<file path="config.mk">
export PLATFORM = sky130hd
export DESIGN_NAME = fetch_sequencer_flat
export DESIGN_NICKNAME = d
export VERILOG_FILES = /design/src/rtl/fetch_sequencer_pkg.sv /design/src/rtl/fetch_sequencer_if.sv /design/src/rtl/fetch_sequencer_sat_counter.sv /design/src/rtl/fetch_sequencer.sv /design/src/flat_wrapper.sv
export SDC_FILE = /design/constraint.sdc
export NUM_CORES = 1
export LEC_CHECK = 0
export CAP_MARGIN = 20
export CORE_MARGIN = 2
export CORE_UTILIZATION = 30
export CTS_BUF_LIST = sky130_fd_sc_hd__clkbuf_8
export CTS_CLUSTER_SIZE = 10
export DETAILED_ROUTE_END_ITERATION = 7
export PLACE_DENSITY = 0.66
export SYNTH_ARGS = -nofsm -noshare
export SYNTH_HDL_FRONTEND = slang
export SYNTH_SLANG_ARGS = --single-unit
</file>
<file path="constraint.sdc">
create_clock -name clk -period 2.5 [get_ports clk]
set_input_delay 0.5 -clock clk [delete_from_list [all_inputs] [get_ports clk]]
set_output_delay 0.5 -clock clk [all_outputs]
set_load 0.005 [all_outputs]
</file>
<file path="src/rtl/fetch_sequencer_pkg.sv">
// Shared types and constants for the fetch sequencer: FSM encoding, PC step
// and the load-use hazard test used by the control logic.
package fetch_sequencer_pkg;

  localparam int REG_IDX_W = 5;
  localparam int PC_STEP   = 4;

  typedef enum logic {
    RUN        = 1'b0,
    REDIR_PEND = 1'b1
  } seq_state_t;

  // Register x0 is hardwired to zero, so a load targeting it never creates a hazard.
  function automatic logic load_use_hazard(
    input logic                 mem_read,
    input logic [REG_IDX_W-1:0] ex_rd,
    input logic [REG_IDX_W-1:0] rs1,
    input logic [REG_IDX_W-1:0] rs2,
    input logic                 uses_rs1,
    input logic                 uses_rs2
  );
    return mem_read && (ex_rd != '0) &&
           ((uses_rs1 && (rs1 == ex_rd)) || (uses_rs2 && (rs2 == ex_rd)));
  endfunction

endpackage

</file>
<file path="src/rtl/fetch_sequencer_if.sv">
// Bundle of pipeline-status inputs and PC/stage control outputs of the fetch sequencer.
// The slave modport is the sequencer itself; master is the pipeline side.
interface fetch_sequencer_if #(
  parameter int XLEN  = 32,
  parameter int CNT_W = 16
);
  import fetch_sequencer_pkg::*;

  logic                 ex_branch_taken;
  logic [XLEN-1:0]      ex_branch_target;
  logic                 ex_mem_read;
  logic [REG_IDX_W-1:0] ex_rd;
  logic [REG_IDX_W-1:0] id_rs1;
  logic [REG_IDX_W-1:0] id_rs2;
  logic                 id_uses_rs1;
  logic                 id_uses_rs2;
  logic                 imem_ready;

  logic                 imem_req;
  logic                 pc_hold;
  logic                 pc_src;
  logic [XLEN-1:0]      pc_target;
  logic                 if_id_hold;
  logic                 if_id_flush;
  logic                 id_ex_flush;
  logic [CNT_W-1:0]     stall_cycles;
  logic [CNT_W-1:0]     redirect_count;

  modport slave (
    input  ex_branch_taken, ex_branch_target, ex_mem_read, ex_rd,
           id_rs1, id_rs2, id_uses_rs1, id_uses_rs2, imem_ready,
    output imem_req, pc_hold, pc_src, pc_target, if_id_hold,
           if_id_flush, id_ex_flush, stall_cycles, redirect_count
  );

  modport master (
    output ex_branch_taken, ex_branch_target, ex_mem_read, ex_rd,
           id_rs1, id_rs2, id_uses_rs1, id_uses_rs2, imem_ready,
    input  imem_req, pc_hold, pc_src, pc_target, if_id_hold,
           if_id_flush, id_ex_flush, stall_cycles, redirect_count
  );

endinterface

</file>
<file path="src/rtl/fetch_sequencer_sat_counter.sv">
// Performance counter that sticks at all-ones instead of wrapping.
module sat_counter #(
  parameter int CNT_W = 16
) (
  input  logic             clk,
  input  logic             reset,
  input  logic             i_inc,
  output logic [CNT_W-1:0] o_count
);

  logic [CNT_W-1:0] r_count;

  always_ff @(posedge clk) begin
    if (reset) begin
      r_count <= '0;
    end else if (i_inc && (r_count != '1)) begin
      r_count <= r_count + CNT_W'(1);
    end
  end

  assign o_count = r_count;

endmodule

</file>
<file path="src/rtl/fetch_sequencer.sv">
// Front-end control: arbitrates branch redirects, load-use stalls and imem wait
// states into PC hold/select and IF/ID, ID/EX hold/flush, with zero added latency.
module fetch_sequencer
  import fetch_sequencer_pkg::*;
#(
  parameter int CNT_W = 16,
  parameter int XLEN  = 32
) (
  input  logic                clk,
  input  logic                reset,
  fetch_sequencer_if.slave    io_fs
);

  seq_state_t      r_state;
  seq_state_t      w_next_state;
  logic [XLEN-1:0] r_redirect_addr;
  logic [XLEN-1:0] w_redirect_addr_next;
  logic            w_load_use;
  logic            w_redirect_inc;
  logic            w_stall_inc;

  assign w_load_use = load_use_hazard(io_fs.ex_mem_read, io_fs.ex_rd,
                                      io_fs.id_rs1, io_fs.id_rs2,
                                      io_fs.id_uses_rs1, io_fs.id_uses_rs2);

  always_ff @(posedge clk) begin
    if (reset) begin
      r_state         <= RUN;
      r_redirect_addr <= '0;
    end else begin
      r_state         <= w_next_state;
      r_redirect_addr <= w_redirect_addr_next;
    end
  end

  // A redirect that cannot fetch yet is parked in REDIR_PEND; its target is replayed once imem is ready.
  always_comb begin
    io_fs.imem_req       = 1'b1;
    io_fs.pc_hold        = 1'b0;
    io_fs.pc_src         = 1'b0;
    io_fs.pc_target      = io_fs.ex_branch_target;
    io_fs.if_id_hold     = 1'b0;
    io_fs.if_id_flush    = 1'b0;
    io_fs.id_ex_flush    = 1'b0;
    w_next_state         = r_state;
    w_redirect_addr_next = r_redirect_addr;
    w_redirect_inc       = 1'b0;

    if (reset) begin
      io_fs.imem_req       = 1'b0;
      io_fs.pc_target      = '0;
      io_fs.if_id_flush    = 1'b1;
      io_fs.id_ex_flush    = 1'b1;
      w_next_state         = RUN;
      w_redirect_addr_next = '0;
    end else begin
      case (r_state)
        RUN: begin
          if (io_fs.ex_branch_taken) begin
            w_redirect_inc    = 1'b1;
            io_fs.if_id_flush = 1'b1;
            io_fs.id_ex_flush = 1'b1;
            if (io_fs.imem_ready) begin
              io_fs.pc_src = 1'b1;
            end else begin
              io_fs.pc_hold        = 1'b1;
              w_redirect_addr_next = io_fs.ex_branch_target;
              w_next_state         = REDIR_PEND;
            end
          end else if (w_load_use) begin
            io_fs.pc_hold     = 1'b1;
            io_fs.if_id_hold  = 1'b1;
            io_fs.id_ex_flush = 1'b1;
          end else if (!io_fs.imem_ready) begin
            io_fs.pc_hold     = 1'b1;
            io_fs.if_id_flush = 1'b1;
          end
        end

        REDIR_PEND: begin
          io_fs.pc_target   = r_redirect_addr;
          io_fs.if_id_flush = 1'b1;
          io_fs.id_ex_flush = 1'b1;
          if (io_fs.ex_branch_taken) begin
            w_redirect_inc       = 1'b1;
            w_redirect_addr_next = io_fs.ex_branch_target;
          end
          if (io_fs.imem_ready) begin
            io_fs.pc_src = 1'b1;
            w_next_state = RUN;
          end else begin
            io_fs.pc_hold = 1'b1;
          end
        end

        default: w_next_state = RUN;
      endcase
    end
  end

  assign w_stall_inc = io_fs.pc_hold && !reset;

  sat_counter #(.CNT_W(CNT_W)) u_stall_cnt (
    .clk     (clk),
    .reset   (reset),
    .i_inc   (w_stall_inc),
    .o_count (io_fs.stall_cycles)
  );

  sat_counter #(.CNT_W(CNT_W)) u_redirect_cnt (
    .clk     (clk),
    .reset   (reset),
    .i_inc   (w_redirect_inc),
    .o_count (io_fs.redirect_count)
  );

endmodule

</file>
<file path="src/flat_wrapper.sv">
// flat-port wrapper written by rule: the top's interface ports become plain ports
module fetch_sequencer_flat import fetch_sequencer_pkg::*;
#(
  parameter int CNT_W = 16,
  parameter int XLEN  = 32
)
  (clk, reset, io_fs_ex_branch_taken, io_fs_ex_branch_target, io_fs_ex_mem_read, io_fs_ex_rd, io_fs_id_rs1, io_fs_id_rs2, io_fs_id_uses_rs1, io_fs_id_uses_rs2, io_fs_imem_ready, io_fs_imem_req, io_fs_pc_hold, io_fs_pc_src, io_fs_pc_target, io_fs_if_id_hold, io_fs_if_id_flush, io_fs_id_ex_flush, io_fs_stall_cycles, io_fs_redirect_count);
  fetch_sequencer_if #(.XLEN(XLEN), .CNT_W(CNT_W)) io_fs_i ();
  input  logic clk;
  input  logic reset;
  input wire logic [$bits(io_fs_i.ex_branch_taken)-1:0] io_fs_ex_branch_taken;
  input wire logic [$bits(io_fs_i.ex_branch_target)-1:0] io_fs_ex_branch_target;
  input wire logic [$bits(io_fs_i.ex_mem_read)-1:0] io_fs_ex_mem_read;
  input wire logic [$bits(io_fs_i.ex_rd)-1:0] io_fs_ex_rd;
  input wire logic [$bits(io_fs_i.id_rs1)-1:0] io_fs_id_rs1;
  input wire logic [$bits(io_fs_i.id_rs2)-1:0] io_fs_id_rs2;
  input wire logic [$bits(io_fs_i.id_uses_rs1)-1:0] io_fs_id_uses_rs1;
  input wire logic [$bits(io_fs_i.id_uses_rs2)-1:0] io_fs_id_uses_rs2;
  input wire logic [$bits(io_fs_i.imem_ready)-1:0] io_fs_imem_ready;
  output wire logic [$bits(io_fs_i.imem_req)-1:0] io_fs_imem_req;
  output wire logic [$bits(io_fs_i.pc_hold)-1:0] io_fs_pc_hold;
  output wire logic [$bits(io_fs_i.pc_src)-1:0] io_fs_pc_src;
  output wire logic [$bits(io_fs_i.pc_target)-1:0] io_fs_pc_target;
  output wire logic [$bits(io_fs_i.if_id_hold)-1:0] io_fs_if_id_hold;
  output wire logic [$bits(io_fs_i.if_id_flush)-1:0] io_fs_if_id_flush;
  output wire logic [$bits(io_fs_i.id_ex_flush)-1:0] io_fs_id_ex_flush;
  output wire logic [$bits(io_fs_i.stall_cycles)-1:0] io_fs_stall_cycles;
  output wire logic [$bits(io_fs_i.redirect_count)-1:0] io_fs_redirect_count;
  assign io_fs_i.ex_branch_taken = io_fs_ex_branch_taken;
  assign io_fs_i.ex_branch_target = io_fs_ex_branch_target;
  assign io_fs_i.ex_mem_read = io_fs_ex_mem_read;
  assign io_fs_i.ex_rd = io_fs_ex_rd;
  assign io_fs_i.id_rs1 = io_fs_id_rs1;
  assign io_fs_i.id_rs2 = io_fs_id_rs2;
  assign io_fs_i.id_uses_rs1 = io_fs_id_uses_rs1;
  assign io_fs_i.id_uses_rs2 = io_fs_id_uses_rs2;
  assign io_fs_i.imem_ready = io_fs_imem_ready;
  assign io_fs_imem_req = io_fs_i.imem_req;
  assign io_fs_pc_hold = io_fs_i.pc_hold;
  assign io_fs_pc_src = io_fs_i.pc_src;
  assign io_fs_pc_target = io_fs_i.pc_target;
  assign io_fs_if_id_hold = io_fs_i.if_id_hold;
  assign io_fs_if_id_flush = io_fs_i.if_id_flush;
  assign io_fs_id_ex_flush = io_fs_i.id_ex_flush;
  assign io_fs_stall_cycles = io_fs_i.stall_cycles;
  assign io_fs_redirect_count = io_fs_i.redirect_count;
  fetch_sequencer #(.CNT_W(CNT_W), .XLEN(XLEN)) u_core (.clk(clk), .reset(reset), .io_fs(io_fs_i));
endmodule
</file>
==> reports/qor.log <==
qor: placed_design.postPlaceCellArea 4860 µm²
qor: floorplanning.fp.dieArea 12060 µm²
qor: critical_path.worst_r2r_path_depth 7
qor: clocking.clk_transition_reported_paths 70 ps
qor: clocking.clk_latency 340 ps
qor: pwr.p_leak 1.877 nW
qor: critical_path.path_max_fanout 3
qor: pwr.switching_share 28.03%
qor: timing.worst_slew_pin_slew 375.4 ps
qor: yosys.synth.ff_latch_count 65
qor: routing.viasPerCell 4.796
qor: global_route.antenna_found_initial 0
qor: final_layout.final_cell_area 5145 µm²
qor: timing.timing.fmax 405.3 MHz
qor: global_route.total_congestion_overflow 0
qor: clocking.cts_buffers 9
qor: routing.postRouteWirelength 9375 µm
qor: placed_design.placedCellCount 684
qor: timing.final.setup.worst_slack 32.61 ps
qor: timing.timing_max_transition_violations_final 0
qor: critical_path.worst_r2r_startpoint u_core.u_stall_cnt.o_count[0]
qor: critical_path.critical_path.n_buffers_inverters 3
qor: critical_path.r2r-end u_core.u_stall_cnt.o_count[9]
qor: final_layout.commonest_non_fill_non_tap_cell_in_the_layout sky130_fd_sc_hd__clkdlybuf4s50_1
qor: routing.postRouteAntennaNets 0
qor: run.max_cap_violations 0
qor: pwr.net-switching-power 0.6518 mW
qor: timing.clock-skew-final 19.74 ps
qor: timing.timing.max_slew.rel_slack 74.88%
qor: final_layout.post_route_cells_drive_above_1_share 11.82%
qor: floorplanning.row_count 38
qor: timing.grt_setup_unrepaired true
qor: floorplanning.initial_util 30.84%
qor: placed_design.place_ws -436.8 ps
qor: timing.timing.setup.tns 0 ps
qor: critical_path.cp_data_required_time 2000 ps
qor: critical_path.endpoint_kind output pin
qor: yosys.synth_flop_cell sky130_fd_sc_hd__dfxtp_1
qor: final_layout.layout.nets 618
qor: yosys.mappedNetlistArea 3358 µm²
qor: pwr.cellInternalPower 1.674 mW
qor: final_layout.area_growth_syn_to_layout 53.20%
qor: critical_path.critical_path.cell_chain dlygate4sd2_1, or4_4, o21ai_4, buf_4, nand2b_4, nand2_1, clkdlybuf4s15_1
qor: timing.hold_violations 0
qor: routing.via_count 3391
qor: worst_hold_path.hold_critical_path_depth 2
qor: pwr.power.density_cell_area 452.0 nW/µm²
qor: clocking.cts.sink_count 65
qor: worst_hold_path.timing.hold.worst_endpoint u_core.r_redirect_addr[5]
qor: final_layout.num_antenna_cells 0
qor: yosys.async_reset_ff_share 0%
qor: yosys.synth_cell_type_count 46
qor: routing.dr.pass1.iters 4
qor: global_route.track_usage 15.56%
qor: floorplanning.io_count 124
qor: global_route.grt_pass1_wl 15050 µm
qor: critical_path.cp_slowest_stage_delay 530 ps
qor: yosys.synth-edff-count 0
qor: global_route.grt_max_degree 54
qor: run_status.outcome complete, no violations
qor: critical_path.critical-path-slowest-cell sky130_fd_sc_hd__or4_4
qor: routing.remaining_drc_errors 0
qor: pwr.combinational_group_share_of_total_power 18.0%
qor: global_route.vias_in_the_first_global_route 3307
qor: routing.drt_first_iter_violations 97
qor: clocking.cts_max_level 3
qor: worst_hold_path.timing.hold.worst.start u_core.r_redirect_addr[5]
qor: timing.finalCritPeriodShare 98.70%
qor: clocking.cts-root-to-sink-buffers 2
qor: floorplanning.design.core.area 10890 µm²
qor: timing.fin_crit 2467 ps
qor: clocking.clk_root_buffer_cell sky130_fd_sc_hd__clkbuf_8
qor: critical_path.startpoint_type input port
qor: placed_design.place_hpwl 6747 µm
qor: yosys.syn-instance-count 424
qor: yosys.seq_area_frac_synth 38.75%
qor: critical_path.worstSetupPathDepth 7
qor: critical_path.timing.critical_path.arrival 1970 ps
qor: final_layout.most-common-layout-cells sky130_fd_sc_hd__clkdlybuf4s50_1 (107), sky130_fd_sc_hd__nand2_1 (87), sky130_fd_sc_hd__dfxtp_1 (64)
qor: critical_path.critPathTopFamily simple AND/OR/NAND/NOR gates
qor: floorplanning.chipWidth 109.8 µm
qor: worst_hold_path.worstHoldPathType reg -> reg
qor: pwr.power.total 2.326 mW
qor: placed_design.globalplace.congestion 0.7798
qor: clocking.tritoncts_clock_tree yes
qor: yosys.synthesis.area_per_instance 7.920 µm²
qor: critical_path.worstSetupPathType in -> out
qor: pwr.power.share.clock 34.9%
qor: pwr.vdd_drop_max 0.2827 mV
qor: placed_design.portBuffers 123
qor: critical_path.regToRegSetupSlack 280 ps
qor: yosys.synth_fp_nets 480
qor: floorplanning.die_y 109.8 µm
qor: final_layout.fin_cells 707
qor: pwr.pwr-share-seq 47.1%
qor: timing.setup-violations-final 0
qor: yosys.ys_warn_count 0
qor: routing.drt-wirelength-per-cell 13.26 µm
-- Yosys cell counts (5+ instances only) --
library cell,count,share of area [%]
sky130_fd_sc_hd__nand2_1,87,9.7
sky130_fd_sc_hd__dfxtp_1,65,39
sky130_fd_sc_hd__nor2_1,52,5.8
sky130_fd_sc_hd__a21oi_1,44,6.6
sky130_fd_sc_hd__mux2i_1,33,9.8
sky130_fd_sc_hd__xnor2_1,17,4.4
sky130_fd_sc_hd__clkbuf_1,15,1.7
sky130_fd_sc_hd__or3_1,11,2.0
sky130_fd_sc_hd__nand3_1,10,1.5
sky130_fd_sc_hd__xor2_1,8,2.1
sky130_fd_sc_hd__o21ai_0,7,1.0
sky130_fd_sc_hd__and4_1,6,1.6
sky130_fd_sc_hd__buf_1,6,0.67
sky130_fd_sc_hd__nand4_1,6,1.1
sky130_fd_sc_hd__nor3_1,6,0.89
sky130_fd_sc_hd__o21ai_1,5,0.75
-- cell type report --
class,count,area [µm²]
clock buffer,9,123.9
inverter,4,15.01
fill,1067,5743
timing repair buffer,151,1490
tap,140,175.2
sequential,65,1305
multi-input combinational,331,1982
clock inverter,7,53.80
-- kinds of logic after synthesis --
group	Yosys count	share of synthesized area [%]
AND/OR/NAND/NOR	198	27.16
AO/OA/AOI/OAI	72	12.78
flip-flops	65	38.75
multiplexers	34	10.17
buffers and inverters	28	3.874
XOR/XNOR	25	6.520
adder cells (fa/ha/maj)	2	0.7450
-- registers in the layout, indices dropped and copies added, names as in the netlist --
signal	cells
u_core.r_state	1
u_core.r_redirect_addr	32
u_core.u_redirect_cnt.o_count	16
u_core.u_stall_cnt.o_count	16
-- power by group through the flow --
stage | clock network (mW) | registers, mW | logic, mW
6_report | 0.812 | 1.09 | 0.419
5_1_grt | 0.893 | 1.10 | 0.458
4_1_cts | 0.840 | 1.09 | 0.419
3_5_place_dp | 0 | 1.12 | 0.415
3_3_place_gp | 0 | 1.12 | 0.408
2_1_floorplan | 0 | 1.11 | 0.182
-- per-layer routing --
metal / track usage [%] / wire, µm / up-vias
li1: - / - / 1734
met3: 4.268 / 573 / 8
met1: 18.57 / 4148 / 1563
met2: 26.95 / 4551 / 86
met5: 0 / 0 / -
met4: 4.882 / 101 / 0
-- tightest hold or removal path: stages (launching register included) --
cell	delay (ps)
sky130_fd_sc_hd__dfxtp_1	310
sky130_fd_sc_hd__nand2_1	50
sky130_fd_sc_hd__a21oi_1	50
-- metrics by stage --
stage	util [%]	hold slack [ps]
floorplan	-	436.0
global placement	44.63	441.0
detailed placement	44.63	446.3
CTS	46.69	457.3
global route	47.25	476.3
finish	47.25	455.5
-- worst max path at each step --
stage                             startpoint  slack, ps                            end
3_3_place_gp                  io_fs_ex_rd[3]       -400              io_fs_if_id_flush
3_5_place_dp                  io_fs_ex_rd[3]       -440              io_fs_if_id_flush
6_report                      io_fs_ex_rd[0]         30              io_fs_id_ex_flush
2_1_floorplan  u_core.u_stall_cnt.o_count[0]        440  u_core.u_stall_cnt.o_count[9]
4_1_cts                      io_fs_id_rs1[1]       -100              io_fs_if_id_flush
5_1_grt                      io_fs_id_rs2[2]         -8  u_core.u_stall_cnt.o_count[9]
-- timing repair --
action,CTS,global route
endpoints found under the setup margin,5,9
hold buffers,0,0
gates cloned,0,0
pin swaps,5,4
gates resized for setup,18,20
setup buffers,5,2
Power figures use the tool's default switching activity.
==> variant: new RTL, config.mk and constraints unchanged <==
`CNT_W` is set to 16 in 4 places; all go to 32.
--- a/src/rtl/fetch_sequencer_if.sv
+++ b/src/rtl/fetch_sequencer_if.sv
@@ -4,3 +4,3 @@
   parameter int XLEN  = 32,
-  parameter int CNT_W = 16
+  parameter int CNT_W = 32
 );
--- a/src/rtl/fetch_sequencer_sat_counter.sv
+++ b/src/rtl/fetch_sequencer_sat_counter.sv
@@ -2,3 +2,3 @@
 module sat_counter #(
-  parameter int CNT_W = 16
+  parameter int CNT_W = 32
 ) (
--- a/src/rtl/fetch_sequencer.sv
+++ b/src/rtl/fetch_sequencer.sv
@@ -5,3 +5,3 @@
 #(
-  parameter int CNT_W = 16,
+  parameter int CNT_W = 32,
   parameter int XLEN  = 32
--- a/src/flat_wrapper.sv
+++ b/src/flat_wrapper.sv
@@ -3,3 +3,3 @@
 #(
-  parameter int CNT_W = 16,
+  parameter int CNT_W = 32,
   parameter int XLEN  = 32
Ports: changed (resized io_fs_redirect_count and io_fs_stall_cycles); port bits go from 124 to 156. The function was not compared with the original's and may differ.
==> variant against the original RTL <==
Global-route usage fell by 0.39 points. Worst setup slack improved by 0.032 ns. Critical endpoint is now io_fs_if_id_hold. Sequential cell count rose by 32. Design area rose by 34%. Sequential power rose by 47%. Synthesized area rose by 43%. Highest routed layer unchanged. Wire length rose by 39%. Total power rose by 30%. Combinational power fell by 4%.
==> variant: results (changes against the original RTL) <==
- Status: complete, no violations
- M3 GR Usage: 5.17% (+0.90 points)
- Hpwl dp: 9310 um (+38%)
- Placed Instances: 959 (+40%)
- Metal-1 WL: 5940 um (+43%)
- Yosys cell types: 41 (-11%)
- GP Congestion: 0.849 (+8.9%)
- Leakage: 0.00255 uW (+36%)
- Layout cells sized above 1: 8.43% (-3.4 points)
- Post-synthesis mux area share: 7.33% (-2.8 points)
- Met2 routed WL: 5750 um (+26%)
- Seq Cell Count: 97 (+49%)
- Signal inverters: 5 (+1)
- Crit-path slowest cell: or4_1
- ANT cells: 1 (+1)
- Avg Inst Size Synth: 8.11 um2 (+2.5%)
- Vias per cell: 4.68 (-2.4%)
- GRT Total Usage: 15.2% (-0.39 points)
- Routed via count: 4,568 (+35%)
- DR WL/cell: 13.4 um (+0.91%)
- Clock-cell share: 2.86% (-0.59 points)
- Synth-to-Final Area Change: 43.9%
- Compound-Gate Fraction of Synth Area: 5.48% (-7.3 points)
- Largest cells by area after synthesis: dfxtp_1 (40%), xor2_1 (8.9%), nor2_1 (8.0%)
- Cts repair resizes: 17 (-1)
-- variant: cell count changes in the layout (fill, tap and decap cells not counted), sizes merged, moves of 3 or more --
cell / delta
clkinvlp: -3
or3: -6
nand4: +21
o21ai: -7
and3: +16
a21oi: -9
nor2: +50
clkdlybuf4s50: +36
xor2: +41
nand3: +27
dfxtp: +32
-- variant: power by group through the flow --
stage / sequential [uW] / combinational, uW / clock [uW]
global placement: 1630 / 407 / 0
detailed placement: 1630 / 410 / 0
finish: 1600 / 404 / 1030
CTS: 1600 / 409 / 1100
global route: 1600 / 446 / 1140
floorplan: 1630 / 181 / 0
-- variant: path summary, 6_finish.rpt --
kind | from | cells after the start | end
hold / removal | u_core.r_redirect_addr[7] | 2 | u_core.r_redirect_addr[7]
setup reg to reg | u_core.u_stall_cnt.o_count[3] | 8 | u_core.u_stall_cnt.o_count[13]
hold reg to reg | u_core.r_redirect_addr[7] | 2 | u_core.r_redirect_addr[7]
setup / recovery | io_fs_ex_rd[3] | 5 | io_fs_if_id_hold
